[src/rtl/mcu_arb_pkg.sv]
// Shared types for the MCU data-memory arbiter: requester IDs and the request beat.
package mcu_arb_pkg;

    localparam int NUM_REQ    = 2;
    // Widest request address the beat struct carries.
    localparam int ARB_ADDR_W = 32;

    typedef enum logic {
        REQ_LSU = 1'b0,
        REQ_AUX = 1'b1
    } req_id_t;

    typedef struct packed {
        logic                  write;
        logic                  lock;
        logic [ARB_ADDR_W-1:0] addr;
        logic [31:0]           wdata;
        logic [3:0]            wstrb;
    } arb_req_t;

endpackage

[src/rtl/mcu_arb_id_fifo.sv]
// In-order FIFO of requester IDs for reads awaiting a memory response.
// Latency: head visible the cycle after push; pop is consumed at the clock edge.
// Backpressure: a push while full is dropped unless a pop happens in the same cycle.
module mcu_arb_id_fifo
    import mcu_arb_pkg::*;
#(
    parameter int DEPTH = 4
) (
    input  logic                   clk,
    input  logic                   rst_n,
    input  logic                   push,
    input  req_id_t                push_id,
    input  logic                   pop,
    output req_id_t                head_id,
    output logic [$clog2(DEPTH):0] count,
    output logic                   empty,
    output logic                   full
);

    localparam int PW = $clog2(DEPTH);
    localparam logic [PW:0] DEPTH_CNT = (PW+1)'(DEPTH);

    req_id_t       slots [DEPTH];
    logic [PW-1:0] wr_ptr;
    logic [PW-1:0] rd_ptr;
    logic          do_push;
    logic          do_pop;

    assign empty   = (count == '0);
    assign full    = (count == DEPTH_CNT);
    assign do_pop  = pop && !empty;
    assign do_push = push && (!full || do_pop);
    assign head_id = slots[rd_ptr];

    always_ff @(posedge clk or negedge rst_n) begin
        if (!rst_n) begin
            wr_ptr <= '0;
            rd_ptr <= '0;
            count  <= '0;
        end else begin
            if (do_push) wr_ptr <= wr_ptr + 1'b1;
            if (do_pop)  rd_ptr <= rd_ptr + 1'b1;
            if (do_push && !do_pop)      count <= count + 1'b1;
            else if (do_pop && !do_push) count <= count - 1'b1;
        end
    end

    always_ff @(posedge clk) begin
        if (do_push) slots[wr_ptr] <= push_id;
    end

endmodule

[src/rtl/mcu_dmem_arbiter.sv]
// Round-robin arbiter with AMO lock between LSU and aux master onto one memory port.
// Latency: grant and response routing are combinational; snoop/error flags one cycle later.
// Backpressure: reads stall at MAX_OUTSTANDING; the non-owner stalls while a lock is held.
module mcu_dmem_arbiter
    import mcu_arb_pkg::*;
#(
    parameter int MAX_OUTSTANDING = 4,
    parameter int ADDR_W          = ARB_ADDR_W
) (
    input  logic              clk,
    input  logic              rst_n,
    input  logic              r0_req_valid,
    output logic              r0_req_ready,
    input  logic              r0_req_write,
    input  logic              r0_req_lock,
    input  logic [ADDR_W-1:0] r0_req_addr,
    input  logic [31:0]       r0_req_wdata,
    input  logic [3:0]        r0_req_wstrb,
    output logic              r0_resp_valid,
    output logic [31:0]       r0_resp_rdata,
    input  logic              r1_req_valid,
    output logic              r1_req_ready,
    input  logic              r1_req_write,
    input  logic              r1_req_lock,
    input  logic [ADDR_W-1:0] r1_req_addr,
    input  logic [31:0]       r1_req_wdata,
    input  logic [3:0]        r1_req_wstrb,
    output logic              r1_resp_valid,
    output logic [31:0]       r1_resp_rdata,
    output logic              mem_req_valid,
    input  logic              mem_req_ready,
    output logic              mem_req_write,
    output logic [ADDR_W-1:0] mem_req_addr,
    output logic [31:0]       mem_req_wdata,
    output logic [3:0]        mem_req_wstrb,
    input  logic              mem_resp_valid,
    input  logic [31:0]       mem_resp_rdata,
    output logic              snoop_wr_valid,
    output logic [ADDR_W-1:0] snoop_wr_addr,
    output logic              err_stray_resp
);

    localparam int CW = $clog2(MAX_OUTSTANDING) + 1;
    localparam logic [CW-1:0] MAX_CNT = CW'(MAX_OUTSTANDING);

    arb_req_t           req [NUM_REQ];
    arb_req_t           win_req;
    logic [NUM_REQ-1:0] elig;
    req_id_t            last_grant;
    req_id_t            lock_owner;
    req_id_t            win_id;
    req_id_t            head_id;
    logic               lock_active;
    logic               win_vld;
    logic               accept;
    logic               rd_room;
    logic               resp_pop;
    logic [CW-1:0]      fifo_count;
    logic               fifo_empty;
    logic               fifo_full;

    always_comb begin
        req[0]                   = '0;
        req[0].write             = r0_req_write;
        req[0].lock              = r0_req_lock;
        req[0].addr[ADDR_W-1:0]  = r0_req_addr;
        req[0].wdata             = r0_req_wdata;
        req[0].wstrb             = r0_req_wstrb;
        req[1]                   = '0;
        req[1].write             = r1_req_write;
        req[1].lock              = r1_req_lock;
        req[1].addr[ADDR_W-1:0]  = r1_req_addr;
        req[1].wdata             = r1_req_wdata;
        req[1].wstrb             = r1_req_wstrb;
    end

    // Read gating uses the registered count, so a same-cycle pop never makes room.
    assign rd_room = (fifo_count < MAX_CNT);
    assign elig[0] = r0_req_valid && (r0_req_write || rd_room) &&
                     (!lock_active || lock_owner == REQ_LSU);
    assign elig[1] = r1_req_valid && (r1_req_write || rd_room) &&
                     (!lock_active || lock_owner == REQ_AUX);

    always_comb begin
        win_id = REQ_LSU;
        if (elig[1] && (!elig[0] || last_grant == REQ_LSU)) win_id = REQ_AUX;
    end

    assign win_vld = |elig;

    always_comb begin
        win_req = '0;
        if (win_vld) win_req = (win_id == REQ_AUX) ? req[1] : req[0];
    end

    assign mem_req_valid = win_vld;
    assign mem_req_write = win_req.write;
    assign mem_req_addr  = win_req.addr[ADDR_W-1:0];
    assign mem_req_wdata = win_req.wdata;
    assign mem_req_wstrb = win_req.wstrb;

    assign accept       = win_vld && mem_req_ready;
    assign r0_req_ready = accept && (win_id == REQ_LSU);
    assign r1_req_ready = accept && (win_id == REQ_AUX);

    mcu_arb_id_fifo #(
        .DEPTH (MAX_OUTSTANDING)
    ) u_id_fifo (
        .clk     (clk),
        .rst_n   (rst_n),
        .push    (accept && !win_req.write),
        .push_id (win_id),
        .pop     (mem_resp_valid),
        .head_id (head_id),
        .count   (fifo_count),
        .empty   (fifo_empty),
        .full    (fifo_full)
    );

    assign resp_pop      = mem_resp_valid && !fifo_empty;
    assign r0_resp_valid = resp_pop && (head_id == REQ_LSU);
    assign r1_resp_valid = resp_pop && (head_id == REQ_AUX);
    assign r0_resp_rdata = r0_resp_valid ? mem_resp_rdata : '0;
    assign r1_resp_rdata = r1_resp_valid ? mem_resp_rdata : '0;

    always_ff @(posedge clk or negedge rst_n) begin
        if (!rst_n) begin
            last_grant     <= REQ_AUX;
            lock_active    <= 1'b0;
            lock_owner     <= REQ_LSU;
            snoop_wr_valid <= 1'b0;
            snoop_wr_addr  <= '0;
            err_stray_resp <= 1'b0;
        end else begin
            snoop_wr_valid <= accept && (win_id == REQ_AUX) && win_req.write;
            if (accept) begin
                last_grant <= win_id;
                if (win_req.lock) begin
                    lock_active <= 1'b1;
                    lock_owner  <= win_id;
                end else if (win_id == lock_owner) begin
                    lock_active <= 1'b0;
                end
                if (win_id == REQ_AUX && win_req.write)
                    snoop_wr_addr <= {win_req.addr[ADDR_W-1:2], 2'b00};
            end
            if (mem_resp_valid && fifo_empty) err_stray_resp <= 1'b1;
        end
    end

    always_ff @(posedge clk) begin
        if (rst_n) assert (fifo_full == (fifo_count == MAX_CNT));
    end

endmodule
[config.mk]
export PLATFORM = sky130hd
export DESIGN_NAME = mcu_dmem_arbiter
export DESIGN_NICKNAME = d
export VERILOG_FILES = /design/src/rtl/mcu_arb_pkg.sv /design/src/rtl/mcu_arb_id_fifo.sv /design/src/rtl/mcu_dmem_arbiter.sv
export SDC_FILE = /design/constraint.sdc
export NUM_CORES = 1
export LEC_CHECK = 0
export BUFFER_PORTS_ARGS = -buffer_cell sky130_fd_sc_hd__buf_4
export CORE_AREA = 5 5 134 136
export CTS_BUF_LIST = sky130_fd_sc_hd__clkbuf_16
export DETAILED_ROUTE_END_ITERATION = 6
export DIE_AREA = 0 0 139 141
export GPL_TIMING_DRIVEN = 1
export PLACE_DENSITY = 0.53
export SLEW_MARGIN = 20
export SYNTH_ARGS = -nofsm -noshare
export SYNTH_HDL_FRONTEND = slang
export SYNTH_SLANG_ARGS = --single-unit
[constraint.sdc]
create_clock -name clk -period 7.5 [get_ports clk]
set_input_delay 1.125 -clock clk [delete_from_list [all_inputs] [get_ports clk]]
set_output_delay 1.125 -clock clk [all_outputs]
set_load 0.01 [all_outputs]
# Word-level counts from Yosys, hierarchy flattened
# Memories as Yosys holds them, arrays and structs flattened.
# Cells that the tools add are included.
# totals
reg_bits	42
latch_bits	0
ramBits	4
romBits	0
inputBits	178
out_inout_bits	172
elab_cells	70
mem_count	1
# op_classes
add_sub_neg	4
mul	0
div	0
n_lt_le_gt_ge	1
n_eq_ne	2
n_shift	0
mux	11
bitwise	4
n_reduce_logical	38
# memory_table
name	depth	word_bits	read_ports	rd_ports_with_merged_regs	write_ports	line_no	source
u_id_fifo.slots	4	1	1	0	1	mcu_arb_id_fifo.sv:23	req_id_t slots [DEPTH];
# ops
operator	n
70-bit 2-to-1 mux	2
32-bit 2-to-1 mux	2
1-bit logical AND	18
1-bit logical NOT	7
1-bit logical OR	6
3-bit 2-to-1 mux	2
2-bit AND reduction	3
1-bit 2-to-1 mux	5
2-bit by 1-bit adder with 2-bit output, second input constant	2
1-bit NOT	4
2-bit nonzero test	2
3-bit by 1-bit adder with 3-bit output, second input constant	1
3-bit equality test, second input constant	1
3-bit logical NOT	1
3-bit < comparator, second input constant	1
3-bit by 1-bit subtractor with 3-bit output, second input constant	1
2-bit OR reduction	1
1-bit equality test	1

# Longest topological paths before layout
# logic_depth
word_depth	17
ltp_mapped	9
depth_no_buf	9

# Cells and area by module
# From an unflattened synthesis, not the netlist that was laid out.
# unflattened
hier_cells	580
hier_area_um2	4454.3
# modules_own_cells
mod	n_inst	cells_per_inst	area_each_um2	seq_area_each_um2
mcu_dmem_arbiter	1	540	3870.0	877.1
mcu_arb_id_fifo	1	40	584.3	295.3

# Worst setup path before layout
# No wires, ideal clock.
# synth_path
path_kind	input port to output port
startpoint	in r0_req_valid
endpoint	out mem_req_addr[10]
arrival_ns	2.442
t_required_ns	6.375
setup_slack_ns	3.933
cell_stages	7
path_buffers	3
path_cell_list	a21bo_2 nor2_1 clkbuf_1 clkbuf_1 nand2_1 o21ai_0 buf_4
# synth_rtl
item	line_no	source
start: declaration	mcu_dmem_arbiter.sv:12	input logic r0_req_valid,
end: declaration	mcu_dmem_arbiter.sv:33	output logic [ADDR_W-1:0] mem_req_addr,

# Final worst setup path
# layout_path
startpoint	in r0_req_valid
endpoint	out mem_req_wstrb[1]
# layout_between
elab_chain_cells	8
elab_cells_between_ends	9
classes_between	mux (3); reduce/logical (6)
# layout_lines
item	line_no	source
1-bit logical AND * (2 in a row)	mcu_dmem_arbiter.sv:79	assign elig[0] = r0_req_valid && (r0_req_write || rd_room) &&
1-bit logical NOT	mcu_dmem_arbiter.sv:86	if (elig[1] && (!elig[0] || last_grant == REQ_LSU)) win_id = REQ_AUX;
1-bit logical OR	mcu_dmem_arbiter.sv:86	
1-bit logical AND	mcu_dmem_arbiter.sv:86	
1-bit 2-to-1 mux	mcu_dmem_arbiter.sv:86	
70-bit 2-to-1 mux	mcu_dmem_arbiter.sv:93	if (win_vld) win_req = (win_id == REQ_AUX) ? req[1] : req[0];
70-bit 2-to-1 mux *	mcu_dmem_arbiter.sv:93	
end: declaration	mcu_dmem_arbiter.sv:35	output logic [3:0] mem_req_wstrb,
# Mark *: on every way between the ends. The rest lies on a longest branch, timed or not.

==> reports/metrics.cfg <==
[worst_setup_path]
rr_startpoint = lock_active
crit_type = input port to output port
cell_chain_critical_path = buf_4 -> a21bo_2 -> nor2_4 -> buf_4 -> nand2_1 -> o21ai_0 -> buf_4
cp.arrival_ps = 3030
critical_path.startpoint = r0_req_valid
ff2ff_path_depth = 9
critical-path-max-stage-delay_ps = 550
cpMostUsedCell = buf_4
r2r_end = u_id_fifo.count[2]
timing.critical_path.to_type = output port
timing.critical_path.fanout_max = 45
worst_setup_path_start_kind = input port
critical_path.slowest_cell = nor2_4
critPathRequiredTime_ps = 6380
r2r_setup_slack_ps = 4650

[route]
routedWlPerCell_um = 16.1
routed_wirelength_mm = 16.2
vias_per_cell = 4.45
drcViolationCount = 0
ant_nets = 0
total_vias_in_the_final_route = 4468
number_of_detailed_routing_iterations_run_before_antenna_repair = 4
drt_iter0_markers = 175

[power_and_ir_drop]
cell_internal_pwr_mw = 1.15
p_total_mw = 1.98
power.share.clock = 0.124
cellPowerDensity_nw_per_um2 = 303
power.static_leakage_nw = 3.20
fraction_of_power_consumed_by_sequential_logic = 0.226
sw_pwr_uw = 830
worst_ir_drop_vdd_uv = 142
power.share.switching = 0.419
power.combinational.fraction = 0.650

[cts]
cts_tree = done
clock_tree.buffer_depth = 2
cts_resized = 0
cts_setup_buffers = 0
cts-htree-levels = 2
cts_num_sinks = 46
cts.hold.buffers_added = 0
clkSlewWorstSetupHoldPaths_ps = 70
cts_inserted_buffers = 5
worstSkewPairLatency_ps = 290
cts.root.buffer_cell = clkbuf_16

[die]
design.portCount = 350
design.die.area_um2 = 19600
floorplan.die.width_um = 139
floorplan.initialDensity = 0.241
die_y_um = 141
rows = 48
placeableCoreArea_um2 = 16800

[synth]
yosys.area.top_type = dfrtp_1
netlist-cell-type-count = 42
post_synth_instance_area_um2 = 4060
synth.top_cells.by_area = dfrtp_1 (25%), buf_4 (13%), and2_1 (10%)
synth_largest_type_area_fraction = 0.253
syn_inst = 521
yosys_warnings = 0
ys_async_sr_fraction = 0.913
postSynth.topFlopCell = dfrtp_1
synth-seq-area-share = 0.289
synth.avg_cell_area_um2 = 7.79
synth-seq-cells = 46
number_of_synthesized_flops_with_an_enable_pin = 4

[place]
count_of_port_buffers_added_during_placement = 347
hpwlAfterDp_mm = 12.7
globalplace.congestion = 0.896

[timing]
max_slew.worst_pin.slew_ps = 712
clock-skew-final_ps = 4.41
clock.fmax_ghz = 0.241
timing.slew.headroom = 0.524
timing.final.crit_period_ps = 4160
grt_setup_unrepaired = false
final-max-slew-violation-count = 0
timing.final.hold_violations = 0
finalSetupTns_ps = 0
setup_violations = 0
min_period_over_period = 0.554

[layout]
final_net_count = 962
regArea_um2 = 1170
multiInputGateArea_um2 = 2220
area_delta_synth_final_pct = 61.4
nFillCells = 1781
drive_gt1_frac = 0.524
insertedDiodeCount = 0

[hold_path]
hold_depth = 1
worst_hold_path_type = register to register
holdCritStartpoint = u_id_fifo.rd_ptr[1]
min_to = u_id_fifo.rd_ptr[1]

[grt]
grt_start_max_net_pins = 54
grt_util_all_layers = 0.152
grt_pass1_vias = 4462
global_route.overflow_total = 0
grt_pass1_wl_mm = 24.5
antenna_found_initial = 0

[flow_run]
drv_cap = 0

[run_status]
run_status = complete, no violations

[area by class of cell]
| type | count | share of cell area |
|---|---|---|
| Clock inverter | 2 | 0.00229 |
| Timing Repair Buffer | 356 | 0.409 |
| Sequential cell | 46 | 0.179 |
| Tap cell | 225 | 0.0430 |
| Multi-Input combinational cell | 362 | 0.340 |
| Clock buffer | 6 | 0.0229 |
| Inverter | 7 | 0.00401 |
[power groups by stage]
stage / combinational [mW] / clock [mW] / sequential (mW)
final: 1.29 / 0.245 / 0.448
after floorplan: 0.757 / 0 / 0.481
after global placement: 1.31 / 0 / 0.450
after global routing: 1.40 / 0.265 / 0.466
after detailed placement: 1.31 / 0 / 0.452
after CTS: 1.31 / 0.253 / 0.450
[flip-flops by register name, summed over array words and instances (netlist names)]
name and cells:
snoop_wr_valid 1, u_id_fifo.rd_ptr 2, err_stray_resp 1, u_id_fifo.slots 4, snoop_wr_addr 30, lock_active 1, u_id_fifo.wr_ptr 2, u_id_fifo.count 3
lock_owner 1, last_grant 1
[through the flow]
step                hold slack (ps)  instance area [µm²]   util  worst slack, ps  std cells
floorplan                       450                 4060      -             3930        522
global placement                473                 6370  0.379             3310        995
detailed placement              472                 6370  0.379             3320        995
CTS                             485                 6530  0.389             3320       1003
global route                    493                 6550  0.389             3140       1004
finish                          484                 6550  0.389             3340       1004
[cell families after synthesis]
| logic type | Yosys count | synth area share |
|---|---|---|
| xor+xnor | 6 | 0.0130 |
| flops | 46 | 0.289 |
| buf+inv | 114 | 0.172 |
| mux | 33 | 0.0953 |
| compound gates | 81 | 0.114 |
| fa+ha+maj | 6 | 0.0204 |
| other cells | 1 | 0.000924 |
| simple gates | 234 | 0.295 |
[per-layer routing]
layer / share of wire / global-route usage / wire (µm)
met2: 0.50 / 0.267 / 8110
met1: 0.41 / 0.188 / 6640
met3: 0.077 / 0.0472 / 1250
met5: 0 / 0 / 0
met4: 0.013 / 0.0257 / 203
[synthesized netlist by cell type, types with 2 or more instances]
cell type,number
nand2_1,72
nand3_1,71
buf_4,70
o21ai_0,70
and2_1,68
dfrtp_1,41
clkbuf_1,31
mux2_2,31
buf_2,6
inv_1,6
nor2_1,6
ha_1,5
edfxtp_1,4
nand2b_1,3
nor2b_1,3
nor3_1,3
xnor2_1,3
xor2_1,3
a21boi_0,2
[layout by cell type, fill, tap and decap left out, drive strengths merged, types with 6 or more instances in the layout]
master    n
nand2    72
buf     356
nor2      6
clkbuf    6
dfrtp    41
o21ai    70
mux2     32
and2     68
nand3    71
inv       7
[worst max-delay path by stage]
| stage | cells past startpoint | slack, ps | end |
|---|---|---|---|
| 6_report | 7 | 3340 | mem_req_wstrb[1] |
| 5_1_grt | 7 | 3140 | mem_req_addr[4] |
| 4_1_cts | 7 | 3320 | mem_req_addr[3] |
| 3_5_place_dp | 7 | 3320 | mem_req_wdata[31] |
| 3_3_place_gp | 7 | 3310 | mem_req_wdata[20] |
| 2_1_floorplan | 7 | 3930 | mem_req_addr[10] |
[critical path, delay by kind of cell]
family,cells,cell delay [ps]
AO/OA/AOI/OAI,2,430
buffers and inverters,3,790
AND/OR/NAND/NOR,2,660
Power figures use the tool's default switching activity.
